### src/rtl/cpu_types_pkg.sv
// Shared CPU pipeline types: the global pipe_state_t control used by every pipeline latch.
package cpu_types_pkg;

    typedef enum logic [1:0] {
        PIPE_NORMAL = 2'd0,
        PIPE_STALL  = 2'd1,
        PIPE_FLUSH  = 2'd2
    } pipe_state_t;

    // Only PIPE_NORMAL moves words; any undefined encoding behaves as a stall.
    function automatic logic pipe_is_normal(input pipe_state_t s);
        return (s == PIPE_NORMAL);
    endfunction

    // Flush clears the valid bits; undefined encodings never flush.
    function automatic logic pipe_is_flush(input pipe_state_t s);
        return (s == PIPE_FLUSH);
    endfunction

endpackage

### src/rtl/pipe_stage_chain_if.sv
// Valid/ready/data handshake bundle used on both ends of pipe_stage_chain.
interface pipe_stage_chain_if #(
    parameter int unsigned WIDTH = 32
);
    logic             valid;
    logic             ready;
    logic [WIDTH-1:0] data;

    // Producer side of a handshake.
    modport master (
        output valid,
        output data,
        input  ready
    );

    // Consumer side of a handshake.
    modport slave (
        input  valid,
        input  data,
        output ready
    );
endinterface

### src/rtl/pipe_stage.sv
// One valid+data pipeline register with load and clear controls.
// clear wins over load; clear drops only the valid bit, the payload is don't-care.
module pipe_stage #(
    parameter int unsigned WIDTH = 32
) (
    input  logic             clk,
    input  logic             rst_n,
    input  logic             load,
    input  logic             clear,
    input  logic             v_in,
    input  logic [WIDTH-1:0] d_in,
    output logic             valid,
    output logic [WIDTH-1:0] data
);

    logic             v_d;
    logic             v_q;
    logic [WIDTH-1:0] d_d;
    logic [WIDTH-1:0] d_q;

    // Next-state: hold by default, clear on flush, capture upstream on load.
    always_comb begin
        v_d = v_q;
        d_d = d_q;
        if (clear) begin
            v_d = 1'b0;
        end else if (load) begin
            v_d = v_in;
            d_d = d_in;
        end
    end

    // Stage register with synchronous active-low reset.
    always_ff @(posedge clk) begin
        if (!rst_n) begin
            v_q <= 1'b0;
            d_q <= '0;
        end else begin
            v_q <= v_d;
            d_q <= d_d;
        end
    end

    assign valid = v_q;
    assign data  = d_q;

endmodule

### src/rtl/pipe_stage_chain.sv
// Elastic chain of DEPTH valid/data stages with valid/ready at both ends,
// bubble collapsing and global stall/flush control.
// Optional build macro: PIPE_STATS_EN enables the occupancy and stall_cnt
// statistics; without it both ports are tied to zero.
module pipe_stage_chain
    import cpu_types_pkg::*;
#(
    parameter int unsigned WIDTH = 32,
    parameter int unsigned DEPTH = 2
) (
    input  logic                         CLK,
    input  logic                         nRST,
    input  pipe_state_t                  state,
    pipe_stage_chain_if.slave            up,
    pipe_stage_chain_if.master           dn,
    output logic [$clog2(DEPTH+1)-1:0]   occupancy,
    output logic [31:0]                  stall_cnt
);

    localparam int unsigned OCC_W   = $clog2(DEPTH + 1);
    localparam int unsigned CNT_W   = 32;

    logic [DEPTH-1:0] stage_v;
    logic [WIDTH-1:0] stage_d [DEPTH];
    logic [DEPTH-1:0] src_v;
    logic [WIDTH-1:0] src_d [DEPTH];
    logic [DEPTH-1:0] rdy_c;
    logic [DEPTH-1:0] load_c;
    logic             normal_c;
    logic             flush_c;

    assign normal_c = pipe_is_normal(state);
    assign flush_c  = pipe_is_flush(state);

    // Ready chain from the output back to the input: a stage is ready when
    // it is empty or its word advances, so words fill any downstream bubble.
    always_comb begin : p_ready
        logic adv_up;
        rdy_c  = '0;
        adv_up = dn.ready;
        for (int i = int'(DEPTH) - 1; i >= 0; i--) begin
            rdy_c[i] = !stage_v[i] || adv_up;
            adv_up   = src_v[i] && rdy_c[i];
        end
    end

    // Stages only move in normal operation; stall and undefined states hold.
    always_comb begin
        load_c = '0;
        if (normal_c) begin
            load_c = rdy_c;
        end
    end

    assign up.ready = normal_c && rdy_c[0];
    assign dn.valid = normal_c && stage_v[DEPTH-1];
    assign dn.data  = stage_d[DEPTH-1];

    for (genvar gi = 0; gi < int'(DEPTH); gi++) begin : g_stage
        // Each stage is fed by its predecessor, stage 0 by the upstream port.
        if (gi == 0) begin : g_head
            assign src_v[gi] = up.valid;
            assign src_d[gi] = up.data;
        end else begin : g_body
            assign src_v[gi] = stage_v[gi-1];
            assign src_d[gi] = stage_d[gi-1];
        end

        pipe_stage #(
            .WIDTH (WIDTH)
        ) u_stage (
            .clk   (CLK),
            .rst_n (nRST),
            .load  (load_c[gi]),
            .clear (flush_c),
            .v_in  (src_v[gi]),
            .d_in  (src_d[gi]),
            .valid (stage_v[gi]),
            .data  (stage_d[gi])
        );
    end

`ifdef PIPE_STATS_EN
    logic [CNT_W-1:0] stall_cnt_d;
    logic [CNT_W-1:0] stall_cnt_q;

    // Count cycles where upstream offers a word the chain cannot take; saturate.
    always_comb begin
        stall_cnt_d = stall_cnt_q;
        if (up.valid && !up.ready && (stall_cnt_q != {CNT_W{1'b1}})) begin
            stall_cnt_d = stall_cnt_q + CNT_W'(1);
        end
    end

    // Blocked-cycle counter register.
    always_ff @(posedge CLK) begin
        if (!nRST) begin
            stall_cnt_q <= '0;
        end else begin
            stall_cnt_q <= stall_cnt_d;
        end
    end

    assign stall_cnt = stall_cnt_q;
    assign occupancy = OCC_W'($countones(stage_v));
`else
    assign stall_cnt = '0;
    assign occupancy = '0;
`endif

endmodule
### src/flat_wrapper.sv
// flat-port wrapper written by rule: the top's interface ports become plain ports
module pipe_stage_chain_flat import cpu_types_pkg::*;
#(
    parameter int unsigned WIDTH = 32,
    parameter int unsigned DEPTH = 2
)
  (CLK, nRST, state, occupancy, stall_cnt, up_valid, up_data, up_ready, dn_valid, dn_data, dn_ready);
  pipe_stage_chain_if #(.WIDTH(WIDTH)) up_i ();
  pipe_stage_chain_if #(.WIDTH(WIDTH)) dn_i ();
  input  logic CLK;
  input  logic nRST;
  input  pipe_state_t state;
  output logic [$clog2(DEPTH+1)-1:0] occupancy;
  output logic [31:0] stall_cnt;
  input wire logic [$bits(up_i.valid)-1:0] up_valid;
  input wire logic [$bits(up_i.data)-1:0] up_data;
  output wire logic [$bits(up_i.ready)-1:0] up_ready;
  output wire logic [$bits(dn_i.valid)-1:0] dn_valid;
  output wire logic [$bits(dn_i.data)-1:0] dn_data;
  input wire logic [$bits(dn_i.ready)-1:0] dn_ready;
  assign up_i.valid = up_valid;
  assign up_i.data = up_data;
  assign up_ready = up_i.ready;
  assign dn_valid = dn_i.valid;
  assign dn_data = dn_i.data;
  assign dn_i.ready = dn_ready;
  pipe_stage_chain #(.WIDTH(WIDTH), .DEPTH(DEPTH)) u_core (.CLK(CLK), .nRST(nRST), .state(state), .up(up_i), .dn(dn_i), .occupancy(occupancy), .stall_cnt(stall_cnt));
endmodule
### config.mk
export PLATFORM = sky130hd
export DESIGN_NAME = pipe_stage_chain_flat
export DESIGN_NICKNAME = d
export VERILOG_FILES = /design/src/rtl/cpu_types_pkg.sv /design/src/rtl/pipe_stage_chain_if.sv /design/src/rtl/pipe_stage.sv /design/src/rtl/pipe_stage_chain.sv /design/src/flat_wrapper.sv
export SDC_FILE = /design/constraint.sdc
export NUM_CORES = 1
export LEC_CHECK = 0
export BUFFER_PORTS_ARGS = -buffer_cell sky130_fd_sc_hd__buf_2
export CORE_ASPECT_RATIO = 1.1
export CORE_UTILIZATION = 44
export DETAILED_ROUTE_END_ITERATION = 6
export PLACE_DENSITY = 0.75
export REMOVE_ABC_BUFFERS = 1
export SLEW_MARGIN = 20
export SYNTH_ARGS = -nofsm -noshare
export SYNTH_HDL_FRONTEND = slang
export SYNTH_SLANG_ARGS = --single-unit
### constraint.sdc
create_clock -name CLK -period 1.2 [get_ports CLK]
set_clock_uncertainty 0.1 [all_clocks]
set_input_delay 0 -clock CLK [delete_from_list [all_inputs] [get_ports CLK]]
set_output_delay 0 -clock CLK [all_outputs]
set_load 0.02 [all_outputs]
# Word level (Yosys, flattened, before mapping)
# Cells that the tools add are included.
dict set report totals {
  register_bits 66
  latchBits 0
  ramBits 0
  rom_bits 0
  inputBits 38
  output_inout_bits 68
  elab_cells 19
  memories 0
}
dict set report classes {
  add_sub_neg 0
  n_mul 0
  div 0
  n_lt_le_gt_ge 0
  n_eq_ne 1
  n_shift 0
  n_mux 1
  bitwise 2
  n_reduce_logical 11
}
# op n
set op_table {}
lappend op_table {{$reduce_and A2 Y1} 2}
lappend op_table {{$logic_and A1 B1 Y1} 3}
lappend op_table {{$eq A2 B2 Y1 const B} 1}
lappend op_table {{$logic_not A1 Y1} 2}
lappend op_table {{$logic_not A2 Y1} 1}
lappend op_table {{$logic_or A1 B1 Y1} 2}
lappend op_table {{$mux W2} 1}
lappend op_table {{$not A1 Y1} 2}
lappend op_table {{$reduce_or A2 Y1} 1}

# Longest topological paths before layout
# Gate-level depths: netlist of run 1.
dict set report depth {
  ltp_word 6
  depth_mapped 5
  mapped_depth_nobuf 3
}

# Hierarchy
# From an unflattened synthesis of run 1, not the netlist that was laid out.
dict set report hier_totals {
  cells_unflattened 326
  hier_area_um2 3024.2
}
# module n_inst cells_per_inst area_each_um2 seq_area_each_um2
set modules_own_cells {}
lappend modules_own_cells {pipe_stage 2 143 1360.1 660.6}
lappend modules_own_cells {pipe_stage_chain 1 40 304.0 0.0}

# Least setup slack after synthesis of run 1
# Ideal clock, no wire load.
dict set report synth_path {
  kind {register -> register}
  start {register u_core.g_stage[1].u_stage.v_q}
  end {register u_core.g_stage[0].u_stage.d_q[22]}
  setup_ns 0.072
  arrival_ns 1.177
  setup_slack_ns -0.148
  stages_incl_launch_ff 5
  n_path_buf 1
  cell_sequence {dfxtp_1 -> and2b_1 -> a21oi_4 -> buf_6 -> mux2i_1}
}
dict set report synth_between {
  elab_chain_cells 6
}
# element line
set synth_lines {}
lappend synth_lines {{from (decl)} pipe_stage.sv:17} ;# logic v_q;
lappend synth_lines {{from (signal assigned)} pipe_stage.sv:39} ;# v_q <= v_d;
lappend synth_lines {{$logic_not A1 Y1} pipe_stage_chain.sv:42} ;# rdy_c[i] = !stage_v[i] || adv_up;
lappend synth_lines {{$logic_or A1 B1 Y1} pipe_stage_chain.sv:42}
lappend synth_lines {{$logic_and A1 B1 Y1} pipe_stage_chain.sv:43} ;# adv_up = src_v[i] && rdy_c[i];
lappend synth_lines {{$logic_or A1 B1 Y1} pipe_stage_chain.sv:42}
lappend synth_lines {{$mux W2} pipe_stage_chain.sv:50} ;# if (normal_c) begin
lappend synth_lines {{$reduce_and A2 Y1 (no source line)} -}
lappend synth_lines {{to (signal assigned)} pipe_stage.sv:37} ;# d_q <= '0;
lappend synth_lines {{to (signal assigned)} pipe_stage.sv:40} ;# d_q <= d_d;
lappend synth_lines {{to (decl)} pipe_stage.sv:19} ;# logic [WIDTH-1:0] d_q;
# No other way between the ends.
# A chain may end at the register's enable or synchronous reset.

# Worst setup path after layout of run 1
dict set report layout_path {
  start {register u_core.g_stage[1].u_stage.v_q}
  end {register u_core.g_stage[0].u_stage.d_q[30]}
}
# Same word-level chain as after synthesis.

==> results.py, run 1 <==
metrics = {
    "status": {
        "status": "finished with violations",
        "violations": "setup timing",
    },
    "clocking": {
        "cts_root_buf": "clkbuf_8",
        "clk-insertion-delay-late_ps": 340,
        "clockBufferDepth": 2,
        "tritoncts": "yes",
        "clock_sinks": 66,
        "path_clk_slew_ps": 70,
        "cts_buffers": 9,
        "htreeDepth": 3,
    },
    "drt": {
        "wl_per_cell_um": 13.0,
        "vias": 2572,
        "drc_errors": 0,
        "totalWireLength_um": 6900,
        "drtPass1Iterations": 4,
        "viasPerCell": 4.85,
        "initialDrtViolationCount": 149,
        "ant_nets": 0,
    },
    "die": {
        "start_util_pct": 46.3,
        "die-area_mm2": 0.00697,
        "coreArea_mm2": 0.00631,
        "die_height_um": 87.4,
        "io_pins": 106,
        "dieWidth_um": 79.7,
        "std_cell_rows": 30,
    },
    "timing": {
        "finalCritPeriodShare_pct": 114,
        "fmax_ghz": 0.729,
        "setup_violations": 66,
        "finalCriticalPeriod_ps": 1370,
        "drv_slew": 0,
        "rsz0062_at_grt": "yes",
        "final-hold-violation-count": 0,
        "setup_ws_ps": -171,
    },
    "global_routing": {
        "grtUsageTotal_pct": 20.2,
        "antenna_found_initial": 0,
        "grt_pass1_wl_um": 10700,
        "grt_pass1_vias": 2295,
        "grt_max_degree": 64,
        "grt.overflow.total": 0,
    },
    "critical_path": {
        "max_stage_delay_ps": 320,
        "reg2reg_slack_ps": -170,
        "cp-start-kind": "flop",
        "worstPathArrival_ps": 1540,
        "crit_cells": 5,
        "cp.required_ps": 1370,
        "path_buf_inv": 2,
        "crit_type": "reg -> reg",
        "end_kind": "flop",
        "crit_slowest_cell": "dfxtp_1",
        "crit_family": "buffers and inverters",
        "crit_path_max_fanout": 10,
        "reg2regPathDepth": 5,
        "crit_chain": "and2b_1, a21oi_4, buf_4, clkbuf_16, mux2i_1",
    },
    "place": {
        "portBuffers": 71,
        "place_area_mm2": 0.00333,
        "pre_cts_ws_ps": -104,
        "place_hpwl_um": 4060,
        "gp_congestion": 0.726,
        "dp_cells": 474,
    },
    "power": {
        "p_leak_nw": 1.72,
        "sequentialPowerShare_pct": 50.9,
        "power_mw": 4.53,
        "ir_worst_vdd_mv": 0.850,
        "power.density_mw_per_mm2": 1150,
        "clockPowerShare_pct": 35.1,
        "power_report.internal_total_mw": 3.35,
        "pwr-share-comb_pct": 13.9,
        "p_sw_share_pct": 26.1,
        "p_switching_mw": 1.18,
    },
    "logic_synthesis": {
        "ys_top_cells_by_count": "dfxtp_1, nand2_1, o21ai_0",
        "ys_seq_elements": 66,
        "synth_edf_count": 0,
        "syn_inst": 335,
        "synth_area_leader_cell": "dfxtp_1",
        "synth.avg_cell_area_um2": 8.72,
        "synth_warnings": 0,
        "synth_top_cells_by_area": "dfxtp_1, mux2i_1, buf_4",
        "synth_cell_type_count": 20,
        "netlist_area_mm2": 0.00292,
        "synth_ff_type": "dfxtp_1",
        "synthArstFlopShare_pct": 0,
        "ys_seq_area_share_pct": 45.2,
        "synth_top_area_share_pct": 45.2,
        "synth_most_common_cell": "dfxtp_1",
    },
    "final_layout": {
        "antenna_cells": 0,
        "area_delta_synth_final_pct": 35.1,
        "nNetsFinal": 483,
        "instances_no_fill": 530,
        "drive_above_1_share_pct": 25.1,
        "n_fill_cell": 559,
        "final_cell_area_mm2": 0.00395,
    },
    "flow_run": {
        "drv_cap": 0,
    },
    "min_path": {
        "hold_path.class": "in -> reg",
        "worstHoldPathCells": 4,
    },
}
## power by group through the flow
| stage | clock, mW | combinational (mW) | sequential [mW] |
|---|---|---|---|
| detailed placement | 0 | 0.502 | 2.35 |
| CTS | 1.64 | 0.604 | 2.30 |
| finish | 1.59 | 0.631 | 2.31 |
| global placement | 0 | 0.495 | 2.35 |
| floorplan | 0 | 0.266 | 2.37 |
| global route | 1.74 | 0.688 | 2.31 |
## layout by cell type, fill, tap and decap left out
cell type,instances
nor2_1,1
clkbuf_1,3
o21ai_0,10
nand2_1,65
nand3_1,32
a21oi_4,1
dlygate4sd3_1,35
conb_1,34
buf_6,3
a21oi_1,1
a21boi_0,17
clkbuf_16,1
nand2b_2,1
nor2_2,1
inv_1,1
or2_1,1
a21boi_1,16
and2_4,1
buf_12,8
buf_4,11
clkbuf_8,10
nand2b_1,1
mux2i_1,32
o21ai_2,4
buf_2,69
dfxtp_1,66
o21ai_1,21
and2b_1,1
clkinv_2,3
## cell type report
cell class | count | area (um2) | share of cell area, %
multi-input cells | 240 | 1360 | 34.4
flip-flops and latches | 66 | 1320 | 33.5
repair buffers | 127 | 997 | 25.3
clock buffers | 13 | 149 | 3.77
well taps | 80 | 100 | 2.54
clock inverters | 3 | 15.0 | 0.381
inverters | 1 | 3.75 | 0.0951
## routing by layer
| metal | GRT usage (%) | wire length, um | part of all wire, % |
|---|---|---|---|
| met1 | 26.0 | 3100 | 45 |
| met2 | 33.1 | 3390 | 49 |
| met3 | 4.50 | 345 | 5.0 |
| met4 | 7.44 | 63 | 0.91 |
| met5 | 0 | 0 | 0 |
## sequential cells by signal, summed over array words and instances (netlist names)
signal / flops
u_core.g_stage.u_stage.data: 64
u_core.g_stage.u_stage.valid: 2
## worst paths after layout
path / from / end
max: u_core.g_stage[1].u_stage.valid / u_core.g_stage[0].u_stage.data[30]
min: nRST / u_core.g_stage[0].u_stage.data[12]
max reg2reg: u_core.g_stage[1].u_stage.valid / u_core.g_stage[0].u_stage.data[30]
min reg2reg: u_core.g_stage[0].u_stage.data[14] / u_core.g_stage[0].u_stage.data[14]
## through the flow
| step | hold slack (ps) | setup TNS, ps | utilization (%) |
|---|---|---|---|
| 3_3_place_gp | 153 | -2150 | 52.8 |
| 5_1_grt | 70.1 | -8420 | 62.6 |
| 6_report | 50.9 | -5190 | 62.6 |
| 2_1_floorplan | 38.4 | -40280 | - |
| 3_5_place_dp | 155 | -3660 | 52.8 |
| 4_1_cts | 43.8 | -4910 | 61.5 |
## worst register-to-register path, stage by stage (launching register included)
cell and delay, ps:
dfxtp_1 320, and2b_1 190, a21oi_4 160, buf_4 160
clkbuf_16 170, mux2i_1 190
## repair_timing
action                                  in CTS  in global routing
setup buffers                                3                  0
endpoints found under the hold margin       34                  0
resized for setup                            9                 46
pin swaps                                    1                  1
gates cloned                                 0                  2
hold buffers                                35                  0
endpoints found under the setup margin      66                 67
## logic make-up (layout without fill, tap and decap cells)
logic type,count (synthesis),count (layout),synth area share (%)
AOI/OAI and AO/OA,70,70,15.2
buffers and inverters,62,144,13.2
DFF,66,66,45.2
muxes,32,32,11.0
other,1,34,0.128
and+or+nand+nor,104,104,15.2
Power figures use the tool's default switching activity.
==> run 2: changes to the inputs <==
MAX_ROUTING_LAYER = met4   (was not set)
SLEW_MARGIN = not set   (was 20)
==> results.py, run 2 (synthesized netlist as in run 1, its figures left out) <==
metrics = {
    "power": {
        "ir_worst_vdd_mv": 0.848,
        "p_leak_nw": 1.72,
        "power.density_mw_per_mm2": 1150,
    },
    "clocking": {
        "htreeDepth": 3,
        "cts_root_buf": "clkbuf_8",
        "clock_sinks": 66,
        "tritoncts": "yes",
        "clockBufferDepth": 2,
        "cts_buffers": 9,
        "path_clk_slew_ps": 70,
        "clk-insertion-delay-late_ps": 330,
    },
    "timing": {
        "final-hold-violation-count": 0,
        "finalCriticalPeriod_ps": 1360,
        "finalCritPeriodShare_pct": 114,
        "drv_slew": 0,
        "setup_ws_ps": -164,
        "fmax_ghz": 0.733,
        "setup_violations": 66,
        "rsz0062_at_grt": "yes",
    },
    "critical_path": {
        "crit_path_max_fanout": 10,
        "reg2reg_slack_ps": -160,
        "crit_type": "reg -> reg",
        "cp-start-kind": "flop",
        "reg2regPathDepth": 5,
        "end_kind": "flop",
        "cp.required_ps": 1360,
        "worstPathArrival_ps": 1520,
    },
    "final_layout": {
        "n_fill_cell": 559,
        "largest_reg_flops": 64,
        "layout_commonest_cell": "buf_2",
        "drive_above_1_share_pct": 25.1,
        "final_cell_area_mm2": 0.00395,
        "nNetsFinal": 483,
        "final_util_pct": 62.6,
        "most-common-layout-cells": "buf_2, dfxtp_1, nand2_1, dlygate4sd3_1, conb_1",
        "area_delta_synth_final_pct": 35.1,
        "antenna_cells": 0,
    },
    "global_routing": {
        "grt_pass1_vias": 2304,
        "grt_max_degree": 64,
        "antenna_found_initial": 0,
        "grt_pass1_wl_um": 10800,
        "grtUsageTotal_pct": 20.9,
        "grt.overflow.total": 0,
    },
    "drt": {
        "drc_errors": 0,
        "drtPass1Iterations": 4,
        "totalWireLength_um": 6890,
        "ant_nets": 0,
        "viasPerCell": 4.84,
        "wl_per_cell_um": 13.0,
        "initialDrtViolationCount": 146,
        "vias": 2564,
    },
    "die": {
        "dieWidth_um": 79.7,
        "die_height_um": 87.4,
        "coreArea_mm2": 0.00631,
        "std_cell_rows": 30,
        "start_util_pct": 46.3,
        "die-area_mm2": 0.00697,
        "io_pins": 106,
    },
    "flow_run": {
        "drv_cap": 0,
    },
    "min_path": {
        "hold_path.class": "in -> reg",
        "worstHoldPathCells": 4,
    },
    "status": {
        "violations": "setup timing",
        "status": "finished with violations",
    },
    "place": {
        "portBuffers": 71,
        "place_area_mm2": 0.00333,
        "place_hpwl_um": 4060,
        "gp_congestion": 0.735,
    },
}
-- run 2: area by class of cell --
class / count / area (um2) / area share [%]
clock buffer: 13 / 149 / 3.77
clock inverter: 3 / 15.0 / 0.381
inverter: 1 / 3.75 / 0.0951
multi-input combinational: 240 / 1360 / 34.4
sequential: 66 / 1320 / 33.5
tap: 80 / 100 / 2.54
timing repair buffer: 127 / 997 / 25.3
-- run 2: repair_timing --
item	CTS	global route
hold buffers	35	0
buffers inserted	3	0
pin swaps	1	1
endpoints found under the setup margin	66	67
endpoints found under the hold margin	34	0
gates cloned	0	2
gates resized for setup	9	46
-- run 2: power breakdown --
group          internal, mW  leakage, nW  switching, mW  total, mW
sequential             2.27        0.537         0.0391       2.31
clock                 0.798       0.0872          0.791       1.59
combinational         0.282         1.09          0.349      0.631
total                  3.35         1.72           1.18       4.53
-- run 2: per-stage QoR --
stage                     TNS [ps]  std cells  worst slack, ps  hold slack (ps)  power (mW)
final                        -4920        530             -164             56.3        4.53
after global routing         -8420        530             -207             70.1        4.74
after CTS                    -4910        528             -159             43.8        4.55
after detailed placement     -3660        474             -104              155        2.86
after global placement       -2150        474            -62.6              153        2.84
after floorplan             -40280        307             -890             38.4        2.64
-- run 2: worst paths after layout --
kind,start,end
setup reg to reg,u_core.g_stage[1].u_stage.valid,u_core.g_stage[0].u_stage.data[4]
hold reg to reg,u_core.g_stage[0].u_stage.data[14],u_core.g_stage[0].u_stage.data[14]
setup / recovery,u_core.g_stage[1].u_stage.valid,u_core.g_stage[0].u_stage.data[4]
hold / removal,nRST,u_core.g_stage[0].u_stage.data[12]
-- run 2: worst max-delay path, cell delays in order (launching register included) --
cell       delay (ps)
dfxtp_1           320
and2b_1           190
a21oi_4           160
buf_4             160
clkbuf_16         170
mux2i_1           180
-- run 2: routing by layer --
layer | vias up | GRT usage [%] | routed length (um)
met3 | 6 | 4.50 | 268
met4 | 0 | 7.44 | 51
met1 | 1203 | 26.1 | 3190
met2 | 82 | 33.0 | 3370
met5 | - | - | 0
li1 | 1273 | - | -
==> run 3: changes to the inputs <==
RECOVER_POWER = 100   (was not set)
REMOVE_ABC_BUFFERS = not set   (was 1)
==> results.py, run 3 (synthesized netlist as in run 1, its figures left out) <==
metrics = {
    "die": {
        "coreArea_mm2": 0.00631,
        "start_util_pct": 46.3,
        "std_cell_rows": 30,
        "die_height_um": 87.4,
        "io_pins": 106,
        "dieWidth_um": 79.7,
        "die-area_mm2": 0.00697,
    },
    "power": {
        "power_mw": 4.81,
        "p_leak_nw": 1.72,
        "ir_worst_vdd_mv": 0.848,
        "power.density_mw_per_mm2": 1220,
    },
    "place": {
        "portBuffers": 71,
        "place_area_mm2": 0.00326,
        "place_hpwl_um": 4040,
        "gp_congestion": 0.737,
    },
    "critical_path": {
        "crit_type": "reg -> reg",
        "cp.required_ps": 1360,
        "end_kind": "flop",
        "crit_chain": "and2b_1, a21oi_4, buf_6, buf_12, mux2i_2",
        "worstPathArrival_ps": 1530,
        "max_stage_delay_ps": 320,
        "crit_slowest_cell": "dfxtp_2",
        "crit_path_max_fanout": 6,
        "cp-start-kind": "flop",
    },
    "min_path": {
        "hold_path.class": "in -> reg",
    },
    "clocking": {
        "htreeDepth": 3,
        "cts_buffers": 9,
        "clock_sinks": 66,
        "clk-insertion-delay-late_ps": 340,
        "cts_root_buf": "clkbuf_8",
        "tritoncts": "yes",
        "path_clk_slew_ps": 70,
        "clockBufferDepth": 2,
    },
    "drt": {
        "vias": 2546,
        "viasPerCell": 4.80,
        "wl_per_cell_um": 12.8,
        "totalWireLength_um": 6790,
        "ant_nets": 0,
        "drtPass1Iterations": 4,
        "drc_errors": 0,
        "initialDrtViolationCount": 78,
    },
    "timing": {
        "final-hold-violation-count": 0,
        "setup_violations": 53,
        "finalCritPeriodShare_pct": 115,
        "drv_slew": 0,
        "fmax_ghz": 0.727,
        "setup_ws_ps": -175,
        "rsz0062_at_grt": "yes",
        "finalCriticalPeriod_ps": 1380,
        "hold_ws_ps": 49.3,
    },
    "global_routing": {
        "grt_max_degree": 99,
        "grtUsageMet3_pct": 5.65,
        "grt_busiest_layer": "met2",
        "antenna_found_initial": 0,
        "use_met1_pct": 24.7,
        "grtUsageTotal_pct": 20.9,
        "grt_pass1_wl_um": 10700,
        "grt.overflow.total": 0,
        "grt_pass1_vias": 2333,
        "globalRouteMet2Util_pct": 33.6,
    },
    "final_layout": {
        "final_cell_area_mm2": 0.00395,
        "layout_commonest_cell": "buf_2",
        "nNetsFinal": 483,
        "area_delta_synth_final_pct": 35.1,
        "final_util_pct": 62.6,
        "drive_above_1_share_pct": 24.7,
        "most-common-layout-cells": "buf_2, nand2_1, dfxtp_1, o21ai_0, dlygate4sd3_1",
        "largest_reg_flops": 64,
        "antenna_cells": 0,
    },
    "status": {
        "status": "finished with violations",
        "violations": "setup timing",
    },
    "flow_run": {
        "drv_cap": 0,
    },
}
==> run 3: changes by cell type in the layout (fill, tap and decap cells not counted), moves of 2 or more <==
cell / before / now
buf_12: 8 / 2
clkinv_2: 3 / 1
o21ai_2: 4 / 0
a21boi_0: 17 / 31
o21ai_1: 21 / 0
a21boi_1: 16 / 2
o21ai_0: 10 / 35
buf_6: 3 / 7
==> run 3: timing repair <==
action,CTS,global route
setup buffers,2,0
endpoints found under the setup margin,66,67
hold buffers,35,0
resized for setup,5,9
hold endpoints to repair,34,0
cloned,1,2
pin swaps,1,1
==> run 3: layout make-up <==
class	count	area, um2
clock inverter	2	35.0
sequential	66	1320
fill	556	2360
tap	80	100
clock buffer	14	163
inverter	1	3.75
timing repair buffer	127	975
multi-input combinational	240	1350
==> run 3: through the flow <==
step	TNS (ps)	instances	worst slack (ps)
6_report	-4610	530	-175
5_1_grt	-9310	530	-223
4_1_cts	-7330	528	-193
3_5_place_dp	-3530	474	-117
3_3_place_gp	-1710	474	-50.9
2_1_floorplan	-3340	368	-116
==> run 3: report_power, final <==
part / switching (mW) / leakage (nW) / internal, mW
sequential: 0.0384 / 0.537 / 2.27
clock: 0.806 / 0.101 / 1.07
combinational: 0.343 / 1.08 / 0.286
==> run 3: final timing paths <==
check	startpoint	cells after the start	slack, ps	endpoint
hold reg to reg	u_core.g_stage[0].u_stage.data[10]	2	360	u_core.g_stage[0].u_stage.data[10]
setup / recovery	u_core.g_stage[1].u_stage.valid	5	-180	u_core.g_stage[0].u_stage.data[17]
hold / removal	state[0]	4	50	u_core.g_stage[0].u_stage.valid
setup reg to reg	u_core.g_stage[1].u_stage.valid	5	-180	u_core.g_stage[0].u_stage.data[17]
==> run 3: worst max-delay path, delay by kind of cell (launching register included) <==
kind | cells | cell delay [ps]
DFF | 1 | 320
buffers and inverters | 2 | 320
muxes | 1 | 210
and+or+nand+nor | 1 | 190
AOI/OAI and AO/OA | 1 | 160
==> run 3: layer usage <==
metal | vias up | share of wire [%]
met4 | 0 | 1.5
met2 | 92 | 50
met1 | 1165 | 43
met5 | - | 0
met3 | 11 | 5.9
li1 | 1278 | -
